--- config.mk ---
export PLATFORM = sky130hd
export DESIGN_NAME = cic_decim
export DESIGN_NICKNAME = d
export VERILOG_FILES = /design/src/rtl/cic_decim.sv
export SDC_FILE = /design/constraint.sdc
export NUM_CORES = 1
export LEC_CHECK = 0
export ABC_AREA = 1
export CORE_UTILIZATION = 51
export DETAILED_ROUTE_END_ITERATION = 16
export HOLD_SLACK_MARGIN = 0.12
export PLACE_DENSITY = 0.75
export SLEW_MARGIN = 20
export SYNTH_ARGS = -nofsm -noshare
export SYNTH_HDL_FRONTEND = slang
export SYNTH_SLANG_ARGS = --single-unit
--- constraint.sdc ---
create_clock -name clk -period 4.9 [get_ports clk]
set_clock_uncertainty 0.15 [all_clocks]
set_input_delay 0.98 -clock clk [delete_from_list [all_inputs] [get_ports clk]]
set_output_delay 0.98 -clock clk [all_outputs]
set_load 0.005 [all_outputs]
--- src/rtl/cic_decim.sv ---
// Multi-channel Hogenauer CIC decimator for PDM microphone streams.
// Optional CIC_SYNC_IN_EN adds a sync input that realigns phase and clears filter state.
module cic_decim #(
    parameter int ORDER    = 2,
    parameter int DECIM    = 32,
    parameter int CHANNELS = 2,
    localparam int OUT_W   = 2 + ORDER * $clog2(DECIM)
) (
    input  logic                      clk,
    input  logic                      rst,
    input  logic                      we,
    input  logic [CHANNELS-1:0]       data_in,
`ifdef CIC_SYNC_IN_EN
    input  logic                      sync,
`endif
    output logic                      out_valid,
    output logic [CHANNELS*OUT_W-1:0] data_out
);
    localparam int PW = $clog2(DECIM);

    typedef logic [OUT_W-1:0] word_t;

    word_t         integ_q  [CHANNELS][ORDER];
    word_t         dly_q    [CHANNELS][ORDER];
    word_t         comb_in  [CHANNELS][ORDER];
    word_t         comb_res [CHANNELS];
    word_t         x        [CHANNELS];
    word_t         acc;
    logic [PW-1:0] phase_q;
    logic          strobe;

    assign strobe = we && (phase_q == PW'(DECIM - 1));

    // Comb chain runs from the pre-update last integrator; comb_in is what each delay captures.
    always_comb begin
        acc = '0;
        for (int c = 0; c < CHANNELS; c++) begin
            x[c] = {{(OUT_W-1){~data_in[c]}}, 1'b1};
            acc  = integ_q[c][ORDER-1];
            for (int k = 0; k < ORDER; k++) begin
                comb_in[c][k] = acc;
                acc           = acc - dly_q[c][k];
            end
            comb_res[c] = acc;
        end
    end

    always_ff @(posedge clk) begin
        if (rst) begin
            for (int c = 0; c < CHANNELS; c++) begin
                for (int k = 0; k < ORDER; k++) begin
                    integ_q[c][k] <= '0;
                    dly_q[c][k]   <= '0;
                end
            end
            phase_q   <= '0;
            out_valid <= 1'b0;
            data_out  <= '0;
        end
`ifdef CIC_SYNC_IN_EN
        else if (sync) begin
            for (int c = 0; c < CHANNELS; c++) begin
                for (int k = 0; k < ORDER; k++) begin
                    integ_q[c][k] <= '0;
                    dly_q[c][k]   <= '0;
                end
            end
            phase_q   <= '0;
            out_valid <= 1'b0;
        end
`endif
        else begin
            out_valid <= 1'b0;
            if (we) begin
                phase_q <= phase_q + PW'(1);
                for (int c = 0; c < CHANNELS; c++) begin
                    integ_q[c][0] <= integ_q[c][0] + x[c];
                    for (int k = 1; k < ORDER; k++) begin
                        integ_q[c][k] <= integ_q[c][k] + integ_q[c][k-1];
                    end
                end
                if (strobe) begin
                    for (int c = 0; c < CHANNELS; c++) begin
                        for (int k = 0; k < ORDER; k++) begin
                            dly_q[c][k] <= comb_in[c][k];
                        end
                        data_out[c*OUT_W +: OUT_W] <= comb_res[c];
                    end
                    out_valid <= 1'b1;
                end
            end
        end
    end
endmodule
==> results of run 1 <==
-- per-layer routing --
layer	vias up	part of all wire	track usage
met2	114	0.46	0.3251
met3	23	0.039	0.04421
met1	3034	0.49	0.2724
li1	3596	-	-
met5	-	0	0
met4	0	0.013	0.06322
-- critical path, delay by kind of cell (launching register included) --
family,cells,cell delay [ns]
AO/OA/AOI/OAI,4,0.75
XOR/XNOR,1,0.21
adder cells (fa/ha/maj),3,0.98
buffers and inverters,4,0.34
flip-flops,1,0.39
AND/OR/NAND/NOR,5,0.35
-- cell usage in the layout, fill, tap and decap left out, drive strengths merged, types with 2 or more instances in the layout --
master / count
nor3: 20
nand2: 184
ha: 88
clkbuf: 19
a21o: 7
o2111ai: 4
nor2: 101
nand3b: 9
inv: 167
nand4: 10
o21bai: 9
dfxtp: 30
a21oi: 113
a31oi: 6
xnor2: 5
a211oi: 2
bufinv: 5
clkinv: 10
nand3: 54
xor2: 18
o21ai: 76
or2: 3
a22o: 2
o21a: 6
buf: 3
edfxtp: 96
fa: 8
clkdlybuf4s50: 29
o31ai: 2
-- through the flow --
stage / total power, µW / hold slack [ns] / worst slack (ns) / util
2_1_floorplan: 2100 / 0.2979 / 1.909 / -
3_3_place_gp: 2274 / 0.2860 / 1.505 / 0.5528
3_5_place_dp: 2300 / 0.2914 / 1.450 / 0.5528
4_1_cts: 3675 / 0.3024 / 1.648 / 0.5912
5_1_grt: 3885 / 0.3283 / 1.356 / 0.5912
6_report: 3656 / 0.3007 / 1.653 / 0.5912
-- sequential cells by signal, indices dropped and copies added, names as in the netlist --
signal / flops
integ_q: 48
out_valid: 1
dly_q: 48
data_out: 24
phase_q: 5
-- how the worst min path moves through the flow --
stage              endpoint  slack (ns)
6_report        data_out[6]        0.30
5_1_grt         data_out[6]        0.33
2_1_floorplan  data_out[11]        0.30
4_1_cts        data_out[21]        0.30
3_5_place_dp    data_out[6]        0.29
3_3_place_gp    data_out[6]        0.29
-- power by group through the flow --
stage,registers (µW),clock network (µW),logic (µW)
floorplan,1270,0,832
global placement,1290,0,989
detailed placement,1290,0,1010
CTS,1270,1380,1030
global route,1270,1430,1180
finish,1270,1360,1030
-- layout make-up --
class,instances,area (µm²)
tap,220,275.3
fill,1457,6779
multi-input combinational,729,4462
inverter,169,634.4
clock buffer,19,442.9
timing repair buffer,32,312.8
sequential,126,3483
clock inverter,13,193.9
-- kinds of logic after synthesis --
group	Yosys count	share of synthesized area
and+or+nand+nor	381	0.1934
AOI/OAI and AO/OA	229	0.1511
xor gates and xnor gates	23	0.02412
adders and majority gates	96	0.1456
DFF	126	0.4021
buffers and inverters	183	0.08363
==> impl_metrics.yaml, run 1 <==
critical_path:
  worst-endpoint-required_ns: 5.06
  critPathMaxStageDelay_ns: 0.49
  endpoint: "data_out[11]"
  crit_top_cell: "inv_1"
  r2r-start: "integ_q[0][0]"
  r2r_cells: 17
  crit_fanout: 5
  timing.critical_path.from: "integ_q[0][0]"
  critPathSlowestCell: "fa_1"
  critical_path_class: "flip-flop to flip-flop"
  path_cells: "inv_1 -> ha_1 -> inv_1 -> fa_1 -> a21oi_2 -> o21bai_1 -> xor2_1 -> inv_1 -> ha_1 -> a21oi_1 -> nor2_1 -> a211oi_1 -> nand3_1 -> inv_1 -> nand2_1 -> nand3_1 -> nand2_1"
  r2r_slack_ns: 1.65
  end_kind: "flip-flop"
  startpoint_type: "flip-flop"
  cp.arrival_ns: 3.41
  reg2reg_to: "data_out[11]"
yosys:
  syn_inst: 1038
  synthDistinctLibCells: 48
  synth_flop_cell: "edfxtp_1"
  synth_edf_count: 96
  synth_area_mm2: 0.008662
  synth_seq_area_share: 0.4021
  yosys.area.top_type_share: 0.3328
  synth_most_common_cell: "nand2_1"
  syn_avg_cell_area_um2: 8.345
  synth_warnings: 0
  synth_largest_area_cell: "edfxtp_1"
  synth_nets: 1139
  async_flop_share: 0
  synthTopCellsByCount: "nand2_1, inv_1, a21oi_1"
  ys_ff_latch: 126
  netlist_top_cells_area: "edfxtp_1, ha_1, nand2_1"
detailed_routing:
  drt_iter0_markers: 391
  avgViaCountPerCell: 5.174
  antenna_left: 0
  drc: 0
  drt_first_pass_iters: 5
  post_drt_wl_per_cell_um: 12.63
  drt_wl_total_um: 16520
  dr_total_vias: 6767
hold_path:
  min-delay-start: "data_out[6]"
  holdCritPathClass: "flip-flop to flip-flop"
  holdPathStages: 2
sta:
  setup_tns_ns: 0
  rsz0062_at_grt: "no"
  finalSetupViolCount: 0
  fin_crit_sh: 0.6626
  tightestPinTransition_ns: 0.9538
  min_period_ns: 3.247
  timing.final.max_slew_violations: 0
  maxSlewHeadroom: 0.3632
  clock.fmax_mhz: 308.0
  final-hold-violation-count: 0
place:
  placed_cell_area_mm2: 0.009168
  gp_congestion: 0.8942
  placed_cells: 1276
  dpl.hpwl_um: 12280
  port_buffers: 29
cts:
  cts_tree: "done"
  clk_pin_slew_ns: 0.05
  cts_hold_buf: 0
  cts_setup_buffers: 0
  cts-htree-levels: 4
  cts-resized-gates: 0
  cts-buffers-inserted: 17
  cts_buffer_depth: 2
  root_buffer: "clkbuf_16"
  clock_latency_ns: 0.42
  cts_sinks: 126
run_status:
  outcome: "finished, final reports clean"
die:
  die_area_mm2: 0.01751
  ios: 30
  core-area_mm2: 0.01658
  die_h_um: 132.3
  chipWidth_um: 132.3
  row_count: 47
  initial_utilization: 0.5223
global_routing:
  grt.total_usage: 0.2024
  grt_overflow_total: 0
  grt_pass1_vias: 6343
  grt_max_degree: 58
  grt_pass1_wl_um: 28690
  antenna_found_initial: 0
power_and_ir_drop:
  p_sw_uw: 1156
  intPower_uw: 2500
  power_frac_seq: 0.347
  cellPowerDensity_mw_per_mm2: 372.9
  p_comb_frac: 0.281
  leakagePower_uw: 0.004434
  max-vdd-ir-drop_mv: 0.2684
  clock_power_share: 0.372
  swShare: 0.3162
final_layout:
  fin_area_mm2: 0.009804
  area_delta_synth_final_pct: 13.19
  drive_above_1_share: 0.06893
  final_cells: 1308
  finalNetCount: 1176
  diodes: 0
job:
  maxCapViolCount: 0
No activity file was read; power rests on OpenSTA's default activity.
==> run 2, diff against run 1 <==
clock period = 3.3 ns   (was 4.9 ns; I/O delays follow)
==> run 2 against run 1 <==
Effect of this change: critical path depth decreased by 3; sequential power rose by 48%; routed wire length is 3.8% higher; non-clock buffer count grew 5; highest routed layer unchanged; largest power group unchanged; via count up 1.4%; count of clock-buffer cells in the layout up 1; core utilization increased by 0.63 points; register-to-register slack lost 1.5 ns; first-iteration DRC count increased by 0.51%; power is 50% higher; critical endpoint is now data_out[21].
==> impl_metrics.yaml, run 2 (synthesis gave the netlist of run 1 again) <==
power_and_ir_drop:
  p_sw_uw: 1744
  leakagePower_uw: 0.004459
  swShare: 0.3181
  power_frac_seq: 0.343
  intPower_uw: 3737
  finalPower_uw: 5481
  p_comb_frac: 0.287
  max-vdd-ir-drop_mv: 0.4272
  clock_power_share: 0.370
  cellPowerDensity_mw_per_mm2: 553.1
global_routing:
  grt.total_usage: 0.2075
  met3_usage: 0.04037
  grt_overflow_total: 0
  grt_max_degree: 49
  grtUsageMet2: 0.3482
  grt_pass1_vias: 6493
  met1_usage: 0.2709
  grt_busiest_layer: "met2"
  antenna_found_initial: 0
  grt_pass1_wl_um: 29550
detailed_routing:
  antenna_left: 0
  drc: 0
  drt_wl_total_um: 17140
  drt_first_pass_iters: 6
  dr_total_vias: 6865
  post_drt_wl_per_cell_um: 13.06
  avgViaCountPerCell: 5.228
  drt_iter0_markers: 393
final_layout:
  seq_area_mm2: 0.003483
  drive_above_1_share: 0.07685
  layout_common_cells: "nand2_1, inv_1, a21oi_1"
  fillers: 1436
  reg_top3: "dly_q: 48 flops, integ_q: 48 flops, data_out: 24 flops"
  final_cells: 1313
  fin_util: 0.5976
  area_delta_synth_final_pct: 14.40
  finalNetCount: 1181
  multiInputGateArea_mm2: 0.004489
  final_common_cell: "nand2_1"
  diodes: 0
sta:
  setup_tns_ns: 0
  tightestPinTransition_ns: 0.6211
  clock.fmax_mhz: 318.6
  maxSlewHeadroom: 0.5859
  finalSetupViolCount: 0
  timing.final.max_slew_violations: 0
  final-hold-violation-count: 0
  fin_crit_sh: 0.9513
  min_period_ns: 3.139
  rsz0062_at_grt: "yes"
cts:
  cts_sinks: 126
  cts_tree: "done"
  clk_pin_slew_ns: 0.05
  clock_latency_ns: 0.42
  root_buffer: "clkbuf_16"
  cts_hold_buf: 0
  cts-htree-levels: 4
  cts_buffer_depth: 2
  cts-buffers-inserted: 17
critical_path:
  cp.arrival_ns: 3.31
  worst-endpoint-required_ns: 3.47
  cp_num_buf_inv: 1
  path_cells: "inv_1 -> ha_1 -> fa_1 -> o31ai_1 -> xor2_1 -> ha_1 -> a21oi_1 -> o21ai_1 -> nor2_1 -> o21ai_2 -> nand2_1 -> nand3_1 -> nand3_1 -> nand2_1"
  critical_path_class: "flip-flop to flip-flop"
  critPathMaxStageDelay_ns: 0.41
  critPathSlowestCell: "fa_1"
  r2r_cells: 14
  critical-path-top-delay-family: "adder cells"
  cp.depth: 14
  startpoint_type: "flip-flop"
  crit_fanout: 5
  end_kind: "flip-flop"
die:
  die_area_mm2: 0.01751
  chipWidth_um: 132.3
  die_h_um: 132.3
  initial_utilization: 0.5223
  core-area_mm2: 0.01658
  row_count: 47
  ios: 30
place:
  gp_congestion: 0.8675
  placed_cells: 1280
  port_buffers: 29
  dpl.hpwl_um: 12540
run_status:
  outcome: "finished, final reports clean"
hold_path:
  holdCritPathClass: "flip-flop to flip-flop"
  holdPathStages: 2
job:
  maxCapViolCount: 0
-- run 2: cell types whose count changed in the layout (fill, tap and decap cells not counted), moves of 2 or more --
| cell | change |
|---|---|
| a21oi_1 | -2 |
| a21oi_2 | +2 |
| ha_2 | +2 |
| clkinvlp_4 | +2 |
| ha_1 | -3 |
| buf_12 | +3 |
| buf_4 | +2 |
| clkinv_2 | -4 |
-- run 2: power groups by stage --
stage	registers, µW	clock network (µW)	logic, µW
after floorplan	1880	0	1240
final	1880	2030	1570
after global routing	1890	2110	1800
after global placement	1910	0	1470
after detailed placement	1910	0	1510
after CTS	1880	2060	1530
-- run 2: path summary, 6_finish.rpt --
kind / from / to / slack (ns)
max: integ_q[1][0] / data_out[21] / 0.16
min: data_out[4] / data_out[4] / 0.30
max reg2reg: integ_q[1][0] / data_out[21] / 0.16
min reg2reg: data_out[4] / data_out[4] / 0.30
-- run 2: cell type report --
class                           count  share of cell area
Multi-Input combinational cell    729              0.4530
Clock inverter                     12             0.01944
Timing Repair Buffer               37             0.03914
Clock buffer                       20             0.04508
Inverter                          169             0.06402
Sequential cell                   126              0.3515
Tap cell                          220             0.02778
-- run 2: routing by layer --
| metal | up-vias | wire length [µm] |
|---|---|---|
| met4 | 0 | 261 |
| met2 | 124 | 8089 |
| met3 | 24 | 579 |
| met1 | 3111 | 8211 |
| met5 | - | 0 |
| li1 | 3606 | - |
-- run 2: worst min-delay path, stage by stage, from the launching register on --
cell,delay (ns)
dfxtp_1,0.30
nand2_1,0.06
nand2_1,0.04
-- run 2: what timing repair did --
action	CTS	global route
gates resized for setup	0	7
endpoints found under the setup margin	0	7
buffers inserted	0	1
-- run 2: through the flow --
stage	worst slack, ns	hold slack (ns)	area (µm²)
after floorplan	0.4371	0.2979	8662
after global placement	0.2334	0.2853	9235
after detailed placement	0.1362	0.2883	9235
after CTS	0.1123	0.3005	9874
after global routing	-0.05829	0.3198	9910
final	0.1609	0.2988	9910
==> run 3, diff against run 2 <==
TNS_END_PERCENT = 50   (was default)
==> run 3 against run 2 <==
Effect of this change: critical endpoint unchanged; critical path type unchanged; cell area shrank 0.13%; combinational power hardly changed; sequential power barely moved; flip-flop and latch count stayed put; count of clock-buffer cells in the layout unchanged.
==> impl_metrics.yaml, run 3 (synthesis gave the netlist of run 1 again) <==
run_status:
  outcome: "finished, final reports clean"
detailed_routing:
  post_drt_wl_per_cell_um: 13.01
  met3WireLength_um: 518
  drt_wl_total_um: 17080
  wl_met2_um: 8082
  top_layer: "met4"
  dr_total_vias: 6870
  avgViaCountPerCell: 5.232
  drc: 0
  antenna_left: 0
  drt_first_pass_iters: 5
  drt_iter0_markers: 397
  wl_met1_um: 8243
final_layout:
  fin_util: 0.5968
  area_delta_synth_final_pct: 14.26
  reg_top3: "dly_q: 48 flops, integ_q: 48 flops, data_out: 24 flops"
  fillers: 1441
  fin_area_mm2: 0.009897
  drive_above_1_share: 0.07594
  layout_common_cells: "nand2_1, inv_1, a21oi_1"
  diodes: 0
  final_common_cell: "nand2_1"
  finalNetCount: 1181
power_and_ir_drop:
  cellPowerDensity_mw_per_mm2: 552.6
  clock_power_share: 0.371
  power_frac_seq: 0.344
  p_sw_uw: 1738
  intPower_uw: 3730
  p_comb_frac: 0.285
  leakagePower_uw: 0.004459
  max-vdd-ir-drop_mv: 0.4269
  swShare: 0.3179
  finalPower_uw: 5469
global_routing:
  grt_pass1_vias: 6493
  grt.total_usage: 0.2075
  antenna_found_initial: 0
  grt_max_degree: 49
  grt_overflow_total: 0
  grt_pass1_wl_um: 29550
sta:
  clock.fmax_mhz: 322.3
  final-hold-violation-count: 0
  fin_crit_sh: 0.9402
  tightestPinTransition_ns: 0.6173
  maxSlewHeadroom: 0.5880
  finalSetupViolCount: 0
  hold_slack_ns: 0.2989
  timing.final.max_slew_violations: 0
  setup_tns_ns: 0
  rsz0062_at_grt: "yes"
  min_period_ns: 3.103
cts:
  cts-htree-levels: 4
  cts_hold_buf: 0
  cts_buffer_depth: 2
  cts_tree: "done"
  cts_sinks: 126
  clk_pin_slew_ns: 0.05
  root_buffer: "clkbuf_16"
  cts-buffers-inserted: 17
  clock_latency_ns: 0.42
die:
  row_count: 47
  ios: 30
  die_h_um: 132.3
  die_area_mm2: 0.01751
  initial_utilization: 0.5223
  chipWidth_um: 132.3
  core-area_mm2: 0.01658
job:
  maxCapViolCount: 0
place:
  port_buffers: 29
  placed_cell_area_mm2: 0.009235
  gp_congestion: 0.8675
  dpl.hpwl_um: 12540
critical_path:
  cp.arrival_ns: 3.27
  crit_fanout: 5
  critical_path_class: "flip-flop to flip-flop"
  startpoint_type: "flip-flop"
  worst-endpoint-required_ns: 3.47
  end_kind: "flip-flop"
hold_path:
  holdCritPathClass: "flip-flop to flip-flop"
[run 3: cell count changes in the layout (fill, tap and decap cells not counted)]
cell	previous run	this run
ha_4	1	0
ha_1	85	86
[run 3: layout make-up]
cell class | count | area (µm²) | share of cell area
Tap cell | 220 | 275.3 | 0.02781
Inverter | 169 | 634.4 | 0.06410
Timing Repair Buffer | 37 | 387.9 | 0.03919
Clock buffer | 20 | 446.7 | 0.04513
Multi-Input combinational cell | 729 | 4477 | 0.4523
Sequential cell | 126 | 3483 | 0.3520
Clock inverter | 12 | 192.7 | 0.01947
[run 3: critical path: stages (launching register included)]
cell and delay [ns]:
edfxtp_1 0.37, inv_1 0.07, ha_1 0.22, fa_1 0.41
o31ai_1 0.30, xor2_1 0.26, ha_1 0.33, a21oi_1 0.23
o21ai_1 0.10, nor2_1 0.17, o21ai_2 0.10, nand2_1 0.08
nand3_1 0.06, nand3_1 0.09, nand2_1 0.05
[run 3: what timing repair did]
| action | 4_1_cts | 5_1_grt |
|---|---|---|
| endpoints found under the setup margin | 0 | 7 |
| buffers inserted | 0 | 1 |
| resized for setup | 0 | 6 |
[run 3: final timing paths]
check           startpoint            to  slack (ns)  cells after the start
max          integ_q[1][0]  data_out[21]        0.20                     14
min            data_out[4]   data_out[4]        0.30                      2
max reg2reg  integ_q[1][0]  data_out[21]        0.20                     14
min reg2reg    data_out[4]   data_out[4]        0.30                      2
[run 3: layer usage]
| layer | track usage | vias to the layer above |
|---|---|---|
| met2 | 0.3482 | 107 |
| li1 | - | 3608 |
| met5 | 0 | - |
| met1 | 0.2709 | 3133 |
| met4 | 0.06194 | 0 |
| met3 | 0.04037 | 22 |
[run 3: power by group through the flow]
stage / Clock [µW] / Combinational, µW / Sequential (µW)
floorplan: 0 / 1240 / 1880
global placement: 0 / 1470 / 1910
detailed placement: 0 / 1510 / 1910
CTS: 2060 / 1530 / 1880
global route: 2110 / 1790 / 1890
finish: 2030 / 1560 / 1880
[run 3: through the flow]
step	cells	setup WS, ns
2_1_floorplan	1038	0.4371
3_3_place_gp	1280	0.2334
3_5_place_dp	1280	0.1362
4_1_cts	1312	0.1123
5_1_grt	1313	-0.05829
6_report	1313	0.1974
